==> config.mk <==
export PLATFORM = sky130hd
export DESIGN_NAME = sensor_extend
export DESIGN_NICKNAME = d
export VERILOG_FILES = /design/src/rtl/sensor_extend.sv
export SDC_FILE = /design/constraint.sdc
export NUM_CORES = 1
export LEC_CHECK = 0
export ABC_AREA = 0
export CAP_MARGIN = 20
export CORE_AREA = 2 2 39 41
export DETAILED_ROUTE_END_ITERATION = 6
export DIE_AREA = 0 0 41 43
export PLACE_DENSITY_LB_ADDON = 0.15
export SYNTH_ARGS = -nofsm -noshare
export SYNTH_HDL_FRONTEND = slang
export SYNTH_SLANG_ARGS = --single-unit
==> constraint.sdc <==
create_clock -name clk -period 2.1 [get_ports clk]
set_input_delay 0.21 -clock clk [delete_from_list [all_inputs] [get_ports clk]]
set_output_delay 0.21 -clock clk [all_outputs]
set_load 0.05 [all_outputs]
==> src/rtl/sensor_extend.sv <==
// sensor_extend: conditions the raw NS vehicle sensor into a
// one-tick-wide extension request for the traffic controller.
module sensor_extend #(
    parameter int SYNC_STAGES    = 2,
    parameter int DEBOUNCE_TICKS = 3,
    parameter int MAX_EXT        = 2,
    parameter int COOLDOWN_TICKS = 4
) (
    input  logic                         clk,
    input  logic                         reset_n,
    input  logic                         tick,
    input  logic                         car_sensor,
    input  logic                         ns_green,
    output logic                         extension,
    output logic [$clog2(MAX_EXT+1)-1:0] ext_count,
    output logic                         detected
);

    localparam int DW = $clog2(DEBOUNCE_TICKS + 1);
    localparam int CW = $clog2(COOLDOWN_TICKS + 1);
    localparam int EW = $clog2(MAX_EXT + 1);

    localparam logic [DW-1:0] DEB_MAX  = DW'(DEBOUNCE_TICKS);
    localparam logic [CW-1:0] COOL_MAX = CW'(COOLDOWN_TICKS);
    localparam logic [EW-1:0] EXT_MAX  = EW'(MAX_EXT);

    typedef enum logic [1:0] {
        IDLE,
        PEND,
        EXTEND,
        COOL
    } state_t;

    state_t                 state;
    logic [SYNC_STAGES-1:0] sync_q;
    logic                   sensor_s;
    logic [DW-1:0]          deb_cnt;
    logic [DW-1:0]          deb_nxt;
    logic                   detected_q;
    logic                   det_rise;
    logic [CW-1:0]          cool_cnt;

    assign sensor_s = sync_q[SYNC_STAGES-1];
    assign det_rise = detected & ~detected_q;

    // Shift the raw sensor through the synchronizer chain
    always_ff @(posedge clk or negedge reset_n) begin
        if (!reset_n) begin
            sync_q <= '0;
        end else begin
            sync_q <= {sync_q[SYNC_STAGES-2:0], car_sensor};
        end
    end

    // Next debounce count: clear on low, count ticks while high, saturate
    always_comb begin
        deb_nxt = deb_cnt;
        if (!sensor_s) begin
            deb_nxt = '0;
        end else if (tick && (deb_cnt != DEB_MAX)) begin
            deb_nxt = deb_cnt + DW'(1);
        end
    end

    // Debounce counter, registered detection level and its delayed copy
    always_ff @(posedge clk or negedge reset_n) begin
        if (!reset_n) begin
            deb_cnt    <= '0;
            detected   <= 1'b0;
            detected_q <= 1'b0;
        end else begin
            deb_cnt    <= deb_nxt;
            detected   <= (deb_nxt == DEB_MAX);
            detected_q <= detected;
        end
    end

    // Request FSM: green-qualified, capped per phase, spaced by cooldown
    always_ff @(posedge clk or negedge reset_n) begin
        if (!reset_n) begin
            state     <= IDLE;
            ext_count <= '0;
            extension <= 1'b0;
            cool_cnt  <= '0;
        end else if (!ns_green) begin
            state     <= IDLE;
            ext_count <= '0;
            extension <= 1'b0;
            cool_cnt  <= '0;
        end else begin
            unique case (state)
                IDLE: begin
                    if (det_rise) begin
                        state <= PEND;
                    end
                end
                PEND: begin
                    if (tick) begin
                        if (ext_count == EXT_MAX) begin
                            state <= IDLE;
                        end else begin
                            state     <= EXTEND;
                            ext_count <= ext_count + EW'(1);
                            extension <= 1'b1;
                        end
                    end
                end
                EXTEND: begin
                    if (tick) begin
                        state     <= COOL;
                        cool_cnt  <= '0;
                        extension <= 1'b0;
                    end
                end
                COOL: begin
                    if (tick) begin
                        if (cool_cnt != COOL_MAX) begin
                            cool_cnt <= cool_cnt + CW'(1);
                        end
                        if (cool_cnt >= COOL_MAX - CW'(1)) begin
                            state <= IDLE;
                        end
                    end
                end
                default: begin
                    state <= IDLE;
                end
            endcase
        end
    end

endmodule

# After elaboration in Yosys (flattened, before gate mapping)
# Cells that the tools add are included.
[word_totals] register_bits=14 latch_bits=0 ramBits=0 rom_bits=0 input_bits=5 out_inout_bits=4 word_cells=63 memories=0
[classes] add_sub_neg=3 mul=0 div_mod_pow=0 n_lt_le_gt_ge=1 n_eq_ne=19 n_shift=0 n_mux=24 bitwise=2 reduce_logical=6
[ops] cell="$mux W2" n=13
[ops] cell="$ne A3 B3 Y1 const B" n=8
[ops] cell="$mux W3" n=4
[ops] cell="$eq A2 B2 Y1 const B" n=4
[ops] cell="$pmux W2 S4" n=1
[ops] cell="$reduce_and A4 Y1" n=2
[ops] cell="$ne A2 B2 Y1 const B" n=3
[ops] cell="$ne A3 B1 Y1 const B" n=2
[ops] cell="$pmux W3 S2" n=1
[ops] cell="$reduce_and A5 Y1" n=1
[ops] cell="$add A2 B1 Y2 const B" n=2
[ops] cell="$mux W1" n=4
[ops] cell="$add A3 B1 Y3 const B" n=1
[ops] cell="$ge A3 B2 Y1 const B" n=1
[ops] cell="$reduce_and A3 Y1" n=1
[ops] cell="$eq A2 B1 Y1 const B" n=1
[ops] cell="$logic_not A2 Y1" n=1
[ops] cell="$ne A2 B1 Y1 const B" n=1
[ops] cell="$pmux W1 S2" n=1
[ops] cell="$and A1 B1 Y1" n=1
[ops] cell="$logic_and A1 B1 Y1" n=1
[ops] cell="$not A1 Y1" n=1

# Longest topological paths before layout
[logic_depth] ltp_word=5 mapped_depth=5 depth_no_buf=5

# Least setup slack after synthesis
# OpenSTA, ideal clock, no wires.
[synth_path] path_kind="register to register" startpoint="register ext_count[0]" endpoint="register ext_count[1]" setup_time_ps=66 arrival_time_ps=1568 t_required_ps=2034 setup_slack_ps=466 stages_incl_launch_ff=6 n_path_buf=0 synth_period_minus_slack_ps=1634 cell_sequence="dfrtp_1 > inv_1 > ha_1 > and4bb_4 > mux2i_1 > and2_1"
[synth_via] elab_chain_len=5 word_cells_on_any_way=8 classes_between="add/sub: 1; eq/ne: 2; mux: 4; reduce/logical: 1"
[synth_rtl] element="from (decl)" line_no="15" source="output logic [$clog2(MAX_EXT+1)-1:0] ext_count,"
[synth_rtl] element="from (signal assigned)" line_no="103" source="ext_count <= ext_count + EW'(1);"
[synth_rtl] element="$add A2 B1 Y2" line_no="103"
[synth_rtl] element="$mux W2" line_no="99" source="if (ext_count == EXT_MAX) begin"
[synth_rtl] element="$mux W2" line_no="98" source="if (tick) begin"
[synth_rtl] element="$mux W2" line_no="91" source="unique case (state)"
[synth_rtl] element="$mux W2" line_no="85" source="end else if (!ns_green) begin"
# Several ways; a longest one is shown, not always the timed one. The select of a mux whose other input is x is not followed.
# A chain may end at the register's enable or synchronous reset.

# Worst setup path after layout
[layout_path] startpoint="register ext_count[1]" endpoint="output port ext_count[1]"
# No word-level cell between the ends.

==> flow_metrics.env <==
export IMPL_initial_core_util_pct=50.5
export IMPL_min_path_type="in2async"
export IMPL_synth_area_top_cells="dfrtp_1 50%, ha_1 8.9%, a21boi_0 3.2%"
export IMPL_skew_ns=0.00516
export IMPL_worstSetupPathType="reg2out"
export IMPL_syn_area_um2=699
export IMPL_layout_commonest_cell="dfrtp_1"
export IMPL_worstPathCellList="clkdlybuf4s50_1"
export IMPL_clock_tree_root_cell="clkbuf_4"
export IMPL_seq_area_frac_synth_pct=50.1
export IMPL_dieHeight_um=43
export IMPL_place_inst=84
export IMPL_slew_violations=0
export IMPL_drc_errors=0
export IMPL_first_global_vias=445
export IMPL_fin_tns_setup_ns=0
export IMPL_r2r_setup_slack_ns=0.75
export IMPL_path_clk_slew_ns=0.09
export IMPL_cts_buffer_depth=2
export IMPL_fmax_ghz=0.590
export IMPL_min_period_ns=1.69
export IMPL_layout_common_cells="14 x dfrtp_1, 8 x clkdlybuf4s50_1, 5 x inv_1, 5 x ha_1, 4 x o21ai_0"
export IMPL_path_buf_inv=1
export IMPL_grt_first_pass_wirelength_um=1900
export IMPL_die_w_um=41
export IMPL_r2r_end="ext_count[1]"
export IMPL_dr_first_iter_drc_count=9
export IMPL_gp_congestion=0.677
export IMPL_syn2layout_area_growth_pct=17.2
export IMPL_worstPathMaxFanout=3
export IMPL_cp_required_ns=1.89
export IMPL_grt_overflow_total=0
export IMPL_ys_flop_type="dfrtp_1"
export IMPL_cts_resized=0
export IMPL_drive_gt1_share_pct=9.72
export IMPL_cts_buffers=3
export IMPL_crit_start="ext_count[1]"
export IMPL_antenna_found_initial=0
export IMPL_cap_violations=0
export IMPL_crit_path_start_kind="flop"
export IMPL_worstMarginPinSlew_ns=0.594
export IMPL_path_delay_family="buffers and inverters"
export IMPL_dieArea_um2=1760
export IMPL_slew_headroom_pct=60.3
export IMPL_synth_async_sr_flop_share_pct=100
export IMPL_htreeDepth=1
export IMPL_synth_edf_count=0
export IMPL_hold_viol_final=0
export IMPL_numPortBuffers=8
export IMPL_p_leak_uw=0.000355
export IMPL_synth_fp_nets=72
export IMPL_row_count=14
export IMPL_track_usage_pct=16.5
export IMPL_ys_warn_count=0
export IMPL_ff2ff_path_depth=5
export IMPL_vias_per_cell=5.41
export IMPL_postCtsSetupBuffers=0
export IMPL_clock_latency_ns=0.29
export IMPL_cts_sinks=14
export IMPL_cp_slowest_stage_delay_ns=0.81
export IMPL_critical_path_depth=1
export IMPL_post_dp_hpwl_um=794
export IMPL_cts_tree="done"
export IMPL_firstDrtPassIters=4
export IMPL_synth_seq_cells=14
export IMPL_cp_data_arrival_time_ns=1.48
export IMPL_yosys_area_top_type="dfrtp_1"
export IMPL_nets=83
export IMPL_yosysUniqueCellTypes=26
export IMPL_instances_no_fill=88
export IMPL_setup_viol=0
export IMPL_cts_hold_buf=0
export IMPL_ir_worst_vdd_v=0.000499
export IMPL_coreArea_um2=1380
export IMPL_synth_top_area_share_pct=50.1
export IMPL_avgSynthCellArea_um2=11.3
export IMPL_worstSetupEndpoint="ext_count[1]"
export IMPL_crit_slowest_cell="clkdlybuf4s50_1"
export IMPL_r2r_start="ext_count[0]"
export IMPL_rsz0062_at_grt="no"
export IMPL_powerDensity_nw_per_um2=748
export IMPL_grt_max_degree=15
export IMPL_cp_end_kind="output pin"
export IMPL_period_share_pct=80.7
export IMPL_route_vias_total=476
export IMPL_post_drt_wl_per_cell_um=12.7
export IMPL_syn_inst=62
export IMPL_wirelength_um=1120
export IMPL_status="finished, final reports clean"
export IMPL_ioPinCount=9
export IMPL_final_antenna_net_count=0
export IMPL_diodes=0
[power by group]
part           leakage [uW]  total (uW)  internal, uW  switching (uW)
clock network     0.0000210         196           106            90.3
registers          0.000188         314           290            24.7
logic              0.000146         102          48.2            54.2
total              0.000355         613           443             169
[registers in the layout, indices dropped and copies added (netlist names)]
signal / count
sync_q: 2
extension: 1
detected: 1
cool_cnt: 3
state: 2
ext_count: 2
detected_q: 1
deb_cnt: 2
[routing by layer]
| metal | share of wire (%) | wire (um) | GRT usage (%) |
|---|---|---|---|
| met5 | 0 | 0 | 0 |
| met4 | 2.9 | 32 | 10.0 |
| met3 | 6.4 | 71 | 4.71 |
| met2 | 40 | 443 | 22.8 |
| met1 | 51 | 569 | 22.1 |
[worst min path at each step]
| stage | start | end | slack, ns | cells past startpoint |
|---|---|---|---|---|
| finish | reset_n | state[0] | 0.29 | 1 |
| global route | car_sensor | sync_q[0] | 0.35 | 1 |
| floorplan | reset_n | cool_cnt[0] | -0.09 | 0 |
| detailed placement | sync_q[0] | sync_q[1] | 0.35 | 0 |
| global placement | sync_q[0] | sync_q[1] | 0.35 | 0 |
| CTS | reset_n | state[0] | 0.33 | 1 |
[synth_stat cells, types with 2 or more instances]
library cell  count
xnor2_1           2
nor2b_1           2
a21boi_0          3
a21oi_1           2
dfrtp_1          14
mux2i_1           2
o21ai_0           4
and2_1            3
nor3b_1           2
ha_1              5
o21a_1            2
inv_1             5
nand2_1           3
[cell families (layout without fill, tap and decap cells)]
logic type | after synthesis | after routing | synth area share (%)
AO/OA/AOI/OAI | 16 | 16 | 15.2
XOR/XNOR | 2 | 2 | 2.50
adder cells (fa/ha/maj) | 5 | 5 | 8.94
buffers and inverters | 7 | 17 | 5.01
flip-flops | 14 | 14 | 50.1
multiplexers | 2 | 2 | 2.86
AND/OR/NAND/NOR | 16 | 16 | 15.4
[through the flow]
| stage | utilization (%) | setup slack, ns | hold slack, ns | instance area (um^2) | total power (uW) |
|---|---|---|---|---|---|
| 4_1_cts | 59.2 | 0.404 | 0.329 | 820 | 615 |
| 5_1_grt | 59.2 | 0.384 | 0.348 | 820 | 643 |
| 6_report | 59.2 | 0.405 | 0.291 | 820 | 613 |
| 3_5_place_dp | 56.6 | 0.579 | 0.354 | 783 | 423 |
| 2_1_floorplan | - | 0.466 | -0.0856 | 699 | 396 |
| 3_3_place_gp | 56.6 | 0.627 | 0.354 | 783 | 422 |
[area by class of cell]
type                            instances  area (um^2)
Fill cell                             127          564
Sequential cell                        14          350
Multi-Input combinational cell         41          314
Timing Repair Buffer                    8         80.1
Clock buffer                            4         36.3
Tap cell                               16         20.0
Inverter                                5         18.8
(Power assumes the default switching activity.)
